### src/rtl/cfg_wr_arb_pkg.sv
// cfg_wr_arb_pkg: shared lock-state encoding and round-robin priority select for cfg_wr_arb.
package cfg_wr_arb_pkg;

    localparam int MAX_PORTS = 16;

    typedef enum logic {UNLOCKED, LOCKED} lock_e;

    // One-hot pick of the first set request at or after ptr, wrapping at ports.
    function automatic logic [MAX_PORTS-1:0] rr_pick(
        input logic [MAX_PORTS-1:0] req,
        input logic [3:0]           ptr,
        input logic [4:0]           ports
    );
        logic [4:0] idx;
        rr_pick = '0;
        for (int k = MAX_PORTS - 1; k >= 0; k--) begin
            idx = 5'(ptr) + 5'(k);
            idx = (idx >= ports) ? idx - ports : idx;
            if (k < int'(ports) && req[idx[3:0]]) begin
                rr_pick = '0;
                rr_pick[idx[3:0]] = 1'b1;
            end
        end
    endfunction

endpackage

### src/rtl/cfg_wr_rr_arb.sv
// cfg_wr_rr_arb: round-robin request/grant with pointer register; define CFG_WR_ARB_LOCK_EN
// to hold the grant on one port until its last beat is accepted.
module cfg_wr_rr_arb
    import cfg_wr_arb_pkg::*;
#(
    parameter int PORTS = 4
) (
    input  logic                       clk,
    input  logic                       rst_n,
    input  logic [PORTS-1:0]           req_i,
    input  logic                       accept_i,
    input  logic                       last_i,
    output logic [PORTS-1:0]           grant_o,
    output logic [$clog2(PORTS)-1:0]   idx_o
);

    localparam int IW = $clog2(PORTS);

    logic [IW-1:0]        ptr_q, ptr_d;
    logic [MAX_PORTS-1:0] pick;
    logic [PORTS-1:0]     grant_raw;

    always_comb pick = rr_pick(MAX_PORTS'(req_i), 4'(ptr_q), 5'(PORTS));

`ifdef CFG_WR_ARB_LOCK_EN
    lock_e         lock_q, lock_d;
    logic [IW-1:0] lidx_q, lidx_d;

    always_comb begin
        grant_raw = (lock_q == LOCKED) ? (req_i & (PORTS'(1) << lidx_q)) : pick[PORTS-1:0];
        lock_d    = accept_i ? (last_i ? UNLOCKED : LOCKED) : lock_q;
        lidx_d    = accept_i ? idx_o : lidx_q;
    end

    always_ff @(posedge clk or negedge rst_n) begin
        if (!rst_n) begin
            lock_q <= UNLOCKED;
            lidx_q <= '0;
        end else begin
            lock_q <= lock_d;
            lidx_q <= lidx_d;
        end
    end
`else
    logic unused_last;

    always_comb begin
        grant_raw   = pick[PORTS-1:0];
        unused_last = last_i;
    end
`endif

    always_comb begin
        idx_o = '0;
        for (int i = 0; i < PORTS; i++)
            if (grant_raw[i]) idx_o = IW'(i);
    end

    always_comb begin
        grant_o = rst_n ? grant_raw : '0;
        ptr_d   = accept_i ? ((idx_o == IW'(PORTS - 1)) ? '0 : IW'(idx_o + 1'b1)) : ptr_q;
    end

    always_ff @(posedge clk or negedge rst_n) begin
        if (!rst_n) ptr_q <= '0;
        else        ptr_q <= ptr_d;
    end

endmodule

### src/rtl/cfg_wr_arb.sv
// cfg_wr_arb: arbitrates PORTS config-write requesters onto one registered write port;
// CFG_WR_ARB_LOCK_EN enables locked multi-beat sequences via s_req_last.
module cfg_wr_arb
    import cfg_wr_arb_pkg::*;
#(
    parameter int PORTS      = 4,
    parameter int ADDR_WIDTH = 32,
    parameter int DATA_WIDTH = 32,
    parameter int STRB_WIDTH = DATA_WIDTH / 8
) (
    input  logic                        clk,
    input  logic                        rst_n,
    input  logic [PORTS-1:0]            s_req_valid,
    output logic [PORTS-1:0]            s_req_ready,
    input  logic [PORTS*ADDR_WIDTH-1:0] s_req_addr,
    input  logic [PORTS*DATA_WIDTH-1:0] s_req_data,
    input  logic [PORTS*STRB_WIDTH-1:0] s_req_strb,
    input  logic [PORTS-1:0]            s_req_last,
    output logic                        wr,
    output logic [ADDR_WIDTH-1:0]       waddr,
    output logic [DATA_WIDTH-1:0]       wdata,
    output logic [STRB_WIDTH-1:0]       wstrb,
    input  logic                        wr_ready,
    output logic [PORTS-1:0]            grant
);

    logic [$clog2(PORTS)-1:0] idx;
    logic                     load, accept;
    logic                     wr_q, wr_d;
    logic [ADDR_WIDTH-1:0]    waddr_q, waddr_d;
    logic [DATA_WIDTH-1:0]    wdata_q, wdata_d;
    logic [STRB_WIDTH-1:0]    wstrb_q, wstrb_d;

    cfg_wr_rr_arb #(.PORTS(PORTS)) u_arb (
        .clk      (clk),
        .rst_n    (rst_n),
        .req_i    (s_req_valid),
        .accept_i (accept),
        .last_i   (s_req_last[idx]),
        .grant_o  (grant),
        .idx_o    (idx)
    );

    // The output register may take a new beat whenever it is empty or draining this cycle.
    always_comb begin
        load        = !wr_q || wr_ready;
        s_req_ready = grant & {PORTS{load}};
        accept      = |s_req_ready;
        wr_d        = accept | (wr_q & !wr_ready);
        waddr_d     = accept ? s_req_addr[idx*ADDR_WIDTH +: ADDR_WIDTH] : waddr_q;
        wdata_d     = accept ? s_req_data[idx*DATA_WIDTH +: DATA_WIDTH] : wdata_q;
        wstrb_d     = accept ? s_req_strb[idx*STRB_WIDTH +: STRB_WIDTH] : wstrb_q;
    end

    always_ff @(posedge clk or negedge rst_n) begin
        if (!rst_n) begin
            wr_q    <= 1'b0;
            waddr_q <= '0;
            wdata_q <= '0;
            wstrb_q <= '0;
        end else begin
            wr_q    <= wr_d;
            waddr_q <= waddr_d;
            wdata_q <= wdata_d;
            wstrb_q <= wstrb_d;
        end
    end

    always_comb begin
        wr    = wr_q;
        waddr = waddr_q;
        wdata = wdata_q;
        wstrb = wstrb_q;
    end

endmodule

### config.mk
export PLATFORM = sky130hd
export DESIGN_NAME = cfg_wr_arb
export DESIGN_NICKNAME = d
export VERILOG_FILES = /design/src/rtl/cfg_wr_arb_pkg.sv /design/src/rtl/cfg_wr_rr_arb.sv /design/src/rtl/cfg_wr_arb.sv
export SDC_FILE = /design/constraint.sdc
export NUM_CORES = 1
export LEC_CHECK = 0
export BUFFER_PORTS_ARGS = -buffer_cell sky130_fd_sc_hd__clkbuf_2
export CAP_MARGIN = 10
export CORE_AREA = 4 4 139 141
export DETAILED_ROUTE_END_ITERATION = 7
export DIE_AREA = 0 0 143 145
export HOLD_SLACK_MARGIN = 0.1
export PLACE_DENSITY = 0.58
export RECOVER_POWER = 100
export REMOVE_ABC_BUFFERS = 1
export SLEW_MARGIN = 20
export SYNTH_ARGS = -nofsm -noshare
export SYNTH_HDL_FRONTEND = slang
export SYNTH_SLANG_ARGS = --single-unit
### constraint.sdc
create_clock -name clk -period 7.6 [get_ports clk]
set_input_delay 1.52 -clock clk [delete_from_list [all_inputs] [get_ports clk]]
set_output_delay 1.52 -clock clk [all_outputs]
set_load 0.1 [all_outputs]
Word level (Yosys, flattened, before mapping)
Cells that the tools add are included.

word-level totals
  register bits after elaboration = 71
  input bits = 283
  output and inout bits = 77
  word-level logic and storage cells = 69

cells by class
  reduce and logical (&&, ||, !) cells = 8
  eq/ne operators = 1
  shifts and indexed selects = 3
  muxes and demuxes = 29
  add/subtract/negate cells = 8
  bitwise logic cells = 3
  magnitude comparators = 12

operator list
  kind                 number
  $shiftx 128x8->32    2
  $mux 4               9
  $lt 4x5->1 const B   4
  $bmux 1 s4           4
  $demux 1 s4          4
  $ge 4x1->1 const B   4
  $shiftx 16x5->4      1
  $ge 5x3->1 const B   3
  $sub 4x3->4 const B  3
  $mux 1               9
  $add 2x2->3 const B  2
  $mux 2               3
  $and 4x4->4          1
  $logic_and 1x1->1    4
  $reduce_or 4->1      1
  $sub 2x3->4 const B  1
  $add 2x1->3 const B  1
  $ge 2x3->1 const B   1
  $add 2x1->2 const B  1
  $eq 2x2->1 const B   1
  $logic_not 1->1      2
  $and 1x1->1          1
  $logic_or 1x1->1     1
  $or 1x1->1           1

Longest topological paths before layout
Gate-level depths: netlist (run 1).

  depth in word-level cells = 16
  gate-level depth with buffers = 13
  depth with buffers taken out = 9

Hierarchy
A second synthesis (run 1) with hierarchy kept.

unflattened totals
  cell total of the unflattened synthesis = 293
  area total of the unflattened synthesis = 4794.6 µm²

modules (own cells, without submodules)
  module         times used  area each (µm²)  cells an instance  sequential area each (µm²)
  cfg_wr_arb     1           4277.9           238                1726.7
  cfg_wr_rr_arb  1           516.7            55                 50.0

Worst setup path after synthesis (run 1)
Ideal clock, no wire load.

  path kind = input to output
  from = input port s_req_valid[2]
  to = output port s_req_ready[2]
  stages on the path = 6
  setup slack = 2.054 ns
  data arrival time = 4.026 ns
  buffers on the path = 1
  data required time = 6.080 ns
  cells stage by stage = mux4_2 nor2b_1 o21ai_1 nand2_1 clkbuf_1 nor2_1

on the way
  cells in the longest elaborated chain, start to end = 8
  elaborated cells on any way between the ends = 14
  those cells by class = mux: 13; bitwise: 1

ends and longest elaborated chain
  item                          RTL line              text
  start: declaration            cfg_wr_arb.sv:13      input logic [PORTS-1:0] s_req_valid,
  $bmux 1 s4                    cfg_wr_arb_pkg.sv:19  if (k < int'(ports) && req[idx[3:0]]) begin
  $mux 1 (implied by the code)  cfg_wr_arb_pkg.sv:19
  $mux 4 (3 in a row)           cfg_wr_arb_pkg.sv:19
  $mux 4 *                      cfg_wr_arb_pkg.sv:19
  $mux 4 *                      cfg_wr_rr_arb.sv:60   grant_o = rst_n ? grant_raw : '0;
  $and 4x4->4 *                 cfg_wr_arb.sv:47      s_req_ready = grant & {PORTS{load}};
  end: declaration              cfg_wr_arb.sv:14      output logic [PORTS-1:0] s_req_ready,

Every way passes the cells marked *; elsewhere a longest branch is shown, timed or not. The select of a mux whose other input is x is not followed.

Worst setup path after layout (run 1)
  from = input port rst_n
  to = output port s_req_ready[3]

on the way
  cells in the longest elaborated chain, start to end = 2

ends and longest elaborated chain
  item                RTL line             text
  start: declaration  cfg_wr_arb.sv:12     input logic rst_n,
  $mux 4              cfg_wr_rr_arb.sv:60
  $and 4x4->4         cfg_wr_arb.sv:47

Every way passes these cells.

==> run summary, run 1 <==
Layout
• **multi-input logic area** 2873 sq um
• **area growth from synthesis to layout** 40.40%
• **number of nets in the final layout** 1275
• **FF/Latch Area** 1777 sq um
• **fillcell total** 1931
• **number of diodes added for antenna fixing** 0
• **share of cells above drive strength 1** 38.85%

Floorplan
• **initial standard-cell utilization of the core** 27.91%
• **die area** 20740 sq um
• **die boundary width** 143 um
• **DIE HEIGHT** 145 um
• **IO Count** 360
• **row count** 49
• **area of the core** 17960 sq um

Global route
• **pin count of the biggest net entering global routing** 73
• **GRT Total Usage** 18.32%
• **first-pass GRT wire length** 30.33 mm
• **vias in the first global route** 5796
• **antenna violations before repair** 0
• **total global routing overflow** 0

STA
• **post-layout min period** 5.827 ns
• **Worst Max-Slew Pin Slew** 2.157 ns
• **max-slew headroom at the worst pin** -43.83%
• **max frequency** 0.1716 GHz
• **Final setup viols** 0
• **final-layout setup total negative slack** 0 ns
• **Final Hold Violating Endpoints** 0
• **Max Transition Viols Final** 75
• **share of the clock period used by the worst path** 76.68%
• **unrepaired setup endpoints after global routing** no
• **worst hold slack across all endpoints** 0.5261 ns
• **Clock Skew** 0.005987 ns

Clock network
• **clock latency at the later pin of the worst-skew pair** 0.33 ns
• **number of setup buffers added after CTS** 0
• **total CTS buffers** 9
• **CTS tree** built
• **H-Tree Level Count** 3
• **Clock transition at path regs** 0.06 ns
• **hold bufs inserted after CTS** 0
• **clk sink count** 71
• **maximum number of buffers from clock root to sink** 2
• **buffer type at the clock tree root** sky130_fd_sc_hd__clkbuf_16
• **post-cts gate resize count** 0

Drt
• **# DRC** 0
• **average detailed-routed wire length per instance** 16.24 um
• **Detailed Routing Iterations Pass 1** 5
• **vias post-DR** 5931
• **Post-DRT Antenna Nets** 0
• **detailed-route vias per instance** 4.861
• **detailed router's first-iteration violation count** 231
• **total detailed-routing wirelength** 19.82 mm

Min path
• **worst hold path type** reg2reg

Synth
• **flop and latch count out of synthesis** 71
• **synthesized-area fraction occupied by adder cells** 1.497%
• **area share of the leading cell type in the synthesized netlist** 35.44%
• **sequential share of the synthesized area** 35.44%
• **combinational family with the most area after synthesis** simple AND/OR/NAND/NOR gates
• **multiplexer share of the synthesized area** 2.196%
• **top area cells in the synthesized netlist** sky130_fd_sc_hd__dfrtp_1 (35%), sky130_fd_sc_hd__a31o_2 (12%), sky130_fd_sc_hd__nor2_1 (11%), sky130_fd_sc_hd__nand2_1 (11%), sky130_fd_sc_hd__a31oi_1 (8.6%)
• **Synth cell types** 37
• **post-synthesis compound-gate area fraction** 24.33%
• **YS warnings** 0
• **number of flops mapped to enable cells by yosys** 0
• **share of flip-flops with an asynchronous set or reset after synthesis** 100.0%
• **mean instance size in the synthesized netlist** 7.461 sq um
• **number of cells produced by synthesis** 672
• **Cell Area, Synth** 5014 sq um
• **simple logic cell fraction of the synthesized area** 29.35%
• **biggest area consumer among synthesized cells** sky130_fd_sc_hd__dfrtp_1
• **share of the synthesized netlist area taken by xor and xnor gates** 0%
• **most common flop cell mapped by yosys** sky130_fd_sc_hd__dfrtp_1

Worst setup path
• **Worst setup EP type** output pin
• **startpoint types** input port
• **biggest fanout along the worst timing path** 37
• **WP buf/inv** 3
• **highest-delay cell along the critical path** sky130_fd_sc_hd__clkbuf_1
• **largest stage delay on the critical path** 1.50 ns
• **crit-path cells** clkbuf_1 -> inv_1 -> a21o_1 -> nor2_1 -> clkbuf_2
• **Worst Path Required** 6.08 ns
• **kind of critical path** in2out
• **data arrival time of the critical path** 4.31 ns
• **critical path's top delay family** buffers and inverters

Place
• **number of input and output port buffers inserted** 355
• **routability congestion estimate from global placement** 0.8221
• **post-detail-place hpwl** 15.00 mm

Job
• **reported max-cap violation count** 2

Outcome
• **status** finished, violations left
• **failing checks** capacitance limit, slew limit

-- cells by family after synthesis --
kind of cell	count (synthesis)
muxes	7
DFF	71
adders and majority gates	6
AOI/OAI and AO/OA	159
buffers and inverters	68
and+or+nand+nor	361
-- state kept, by name, summed over array words and instances (netlist names) --
register / flops
waddr: 32
wdata: 32
wstrb: 4
u_arb.ptr_q: 2
wr: 1
-- final timing paths --
| path | from | end | slack (ns) | depth (start not counted) |
|---|---|---|---|---|
| min | wr | wr | 0.53 | 1 |
| max | rst_n | s_req_ready[3] | 1.77 | 5 |
| max reg2reg | u_arb.ptr_q[0] | wstrb[0] | 3.33 | 11 |
| min reg2reg | wr | wr | 0.53 | 1 |
| max in group asynchronous | rst_n | wdata[28] | 3.09 | 2 |
| min in group asynchronous | rst_n | waddr[18] | 1.81 | 1 |
-- metrics by stage --
step	utilization (%)	cell area [sq um]	std cells	worst slack, ns
after floorplan	-	4679	611	-0.6881
after global placement	38.01	6828	1204	2.388
after detailed placement	38.01	6828	1204	2.357
after CTS	39.81	7152	1220	2.359
after global routing	39.19	7039	1220	1.169
final	39.19	7039	1220	1.773
-- layout make-up --
type | count | share of cell area (%)
multi-input combinational | 533 | 40.81
tap | 229 | 4.070
sequential | 71 | 25.24
inverter | 7 | 0.3733
timing repair buffer | 364 | 24.90
clock inverter | 5 | 1.155
clock buffer | 11 | 3.448
-- layout by cell type (no fill, tap or decap), drive strengths merged, types with 6 or more instances in the layout --
master,instances
a31o,68
o21ai,7
nand3,69
ha,6
inv,7
clkbuf,367
dfrtp,71
a31oi,69
buf,8
nor2,145
nand2,141
-- metal layers --
| metal | global-route usage [%] | up-vias | part of all wire [%] |
|---|---|---|---|
| met5 | 0 | - | 0 |
| li1 | - | 2988 | - |
| met4 | 5.656 | 0 | 1.9 |
| met2 | 32.52 | 266 | 49 |
| met1 | 21.25 | 2654 | 40 |
| met3 | 5.002 | 23 | 9.3 |
-- synthesized netlist by cell type (3+ instances only) --
master / number
sky130_fd_sc_hd__nor2_1: 145
sky130_fd_sc_hd__nand2_1: 141
sky130_fd_sc_hd__dfrtp_1: 71
sky130_fd_sc_hd__a31oi_1: 69
sky130_fd_sc_hd__nand3_1: 69
sky130_fd_sc_hd__a31o_2: 66
sky130_fd_sc_hd__clkbuf_1: 34
sky130_fd_sc_hd__buf_2: 12
sky130_fd_sc_hd__buf_6: 9
sky130_fd_sc_hd__inv_1: 7
sky130_fd_sc_hd__buf_4: 6
sky130_fd_sc_hd__ha_1: 6
sky130_fd_sc_hd__o21ai_0: 4
sky130_fd_sc_hd__mux4_2: 3
sky130_fd_sc_hd__o21ai_1: 3
Power of run 1 is left out: the tool's default activity adds up to more than one toggle a clock period on the data nets, which glitch-free logic cannot reach.
==> run 2: changes to the inputs <==
Settings changed: PLACE_DENSITY 0.58 to 0.6.
Clock period 7.6 ns to 5.15 ns, I/O delays scaled along.
==> run 2 against run 1 <==
  * The run still ends with capacitance limit, slew limit left
  * Core utilization fell by 0.22 points
  * Sequential share of layout area up 0.14 points
  * Sequential cell count unchanged
  * Via count about the same
  * Non-clock buffer count grew 1
  * Design area down 0.57%
  * Worst hold slack got worse by 0.0029 ns
  * Worst setup slack worse by 1.2 ns
  * First-iteration DRC count is 3.5% lower
==> run summary, run 2 (synthesis results as in run 1) <==
Floorplan
• **IO Count** 360
• **initial standard-cell utilization of the core** 27.91%
• **row count** 49
• **area of the core** 17960 sq um
• **DIE HEIGHT** 145 um
• **die boundary width** 143 um
• **die area** 20740 sq um

STA
• **share of the clock period used by the worst path** 87.99%
• **max frequency** 0.2207 GHz
• **Worst Max-Slew Pin Slew** 2.369 ns
• **Clock Skew** 0.005002 ns
• **Final Hold Violating Endpoints** 0
• **max-slew headroom at the worst pin** -57.91%
• **Max Transition Viols Final** 43
• **unrepaired setup endpoints after global routing** no
• **final-layout setup total negative slack** 0 ns
• **post-layout min period** 4.532 ns
• **Final setup viols** 0

Layout
• **post-route non-filler standard cell count** 1220
• **top library cells by usage in the layout, fill and taps aside** sky130_fd_sc_hd__clkbuf_2 (279), sky130_fd_sc_hd__nor2_1 (145), sky130_fd_sc_hd__nand2_1 (140), sky130_fd_sc_hd__clkbuf_1 (78), sky130_fd_sc_hd__dfrtp_1 (71)
• **number of diodes added for antenna fixing** 0
• **share of cells above drive strength 1** 38.14%
• **most common cell after layout, fill and taps aside** sky130_fd_sc_hd__clkbuf_2
• **area growth from synthesis to layout** 39.61%
• **number of nets in the final layout** 1276

Clock network
• **clock latency at the later pin of the worst-skew pair** 0.33 ns
• **total CTS buffers** 9
• **CTS tree** built
• **H-Tree Level Count** 3
• **clk sink count** 71
• **hold bufs inserted after CTS** 0
• **buffer type at the clock tree root** sky130_fd_sc_hd__clkbuf_16
• **number of setup buffers added after CTS** 0
• **post-cts gate resize count** 0
• **Clock transition at path regs** 0.06 ns
• **maximum number of buffers from clock root to sink** 2

Worst setup path
• **Worst Path Required** 4.12 ns
• **data arrival time of the critical path** 3.50 ns
• **biggest fanout along the worst timing path** 141
• **highest-delay cell along the critical path** sky130_fd_sc_hd__dfrtp_1
• **WP buf/inv** 3
• **kind of critical path** reg2out
• **critical path's top delay family** buffers and inverters
• **startpoint types** flop
• **crit-path cells** inv_1 -> ha_1 -> mux4_2 -> nor2_1 -> o221ai_1 -> o221ai_1 -> buf_12 -> nor2_1 -> clkbuf_2
• **Worst setup EP type** output pin
• **largest stage delay on the critical path** 0.59 ns

Global route
• **pin count of the biggest net entering global routing** 142
• **GRT Total Usage** 18.05%
• **vias in the first global route** 5839
• **antenna violations before repair** 0
• **first-pass GRT wire length** 29.89 mm
• **total global routing overflow** 0

Job
• **reported max-cap violation count** 1

Drt
• **detailed router's first-iteration violation count** 223
• **average detailed-routed wire length per instance** 15.97 um
• **total detailed-routing wirelength** 19.48 mm
• **# DRC** 0
• **Detailed Routing Iterations Pass 1** 4
• **vias post-DR** 5932
• **detailed-route vias per instance** 4.862
• **Post-DRT Antenna Nets** 0

Min path
• **worst hold path type** reg2reg

Place
• **number of input and output port buffers inserted** 355
• **routability congestion estimate from global placement** 0.8093
• **Cell Count Post-Placement** 1205
• **post-detail-place hpwl** 14.70 mm

Outcome
• **status** finished, violations left
• **failing checks** capacitance limit, slew limit

-- run 2: final cells by class --
cell class / count / area (sq um)
well taps: 229 / 286.5
multi-input cells: 533 / 2855
repair buffers: 365 / 1774
inverters: 7 / 26.28
flip-flops and latches: 71 / 1777
fillers: 1996 / 10960
clock inverters: 4 / 47.55
clock buffers: 11 / 232.7
-- run 2: path summary, 6_finish.rpt --
| kind | slack, ns | cells after the start | start | end |
|---|---|---|---|---|
| min in group asynchronous | 0.63 | 1 | rst_n | waddr[25] |
| hold / removal | 0.52 | 1 | wr | wr |
| setup reg to reg | 0.63 | 10 | u_arb.ptr_q[0] | wdata[17] |
| hold reg to reg | 0.52 | 1 | wr | wr |
| setup / recovery | 0.62 | 9 | u_arb.ptr_q[0] | s_req_ready[3] |
| max in group asynchronous | 1.95 | 2 | rst_n | waddr[1] |
-- run 2: metal layers --
layer | vias up | routed length, um | track usage (%)
met3 | 35 | 1821 | 5.002
met5 | - | 0 | 0
met2 | 272 | 9552 | 32.03
li1 | 2995 | - | -
met1 | 2630 | 7520 | 20.22
met4 | 0 | 586 | 7.177
-- run 2: stage by stage --
stage | area, sq um | hold slack (ns) | worst slack [ns] | utilization (%)
global route | 6999 | 0.5648 | 0.2170 | 38.96
floorplan | 4679 | 0.7344 | -2.158 | -
global placement | 6840 | 0.4913 | 0.9216 | 38.08
detailed placement | 6855 | 0.5120 | 0.8798 | 38.16
finish | 6999 | 0.5233 | 0.6183 | 38.96
CTS | 7136 | 0.5254 | 0.5542 | 39.72
-- run 2: worst reg2reg max path: stages (launching register included) --
cell                      delay (ns)
sky130_fd_sc_hd__dfrtp_1        0.59
sky130_fd_sc_hd__inv_1          0.17
sky130_fd_sc_hd__ha_1           0.36
sky130_fd_sc_hd__mux4_2         0.59
sky130_fd_sc_hd__o311a_1        0.39
sky130_fd_sc_hd__a21oi_4        0.33
sky130_fd_sc_hd__buf_4          0.71
sky130_fd_sc_hd__a41oi_1        0.28
sky130_fd_sc_hd__buf_2          0.56
sky130_fd_sc_hd__nor2_1         0.28
sky130_fd_sc_hd__a31oi_1        0.07
Power of run 2 is left out for the same reason.
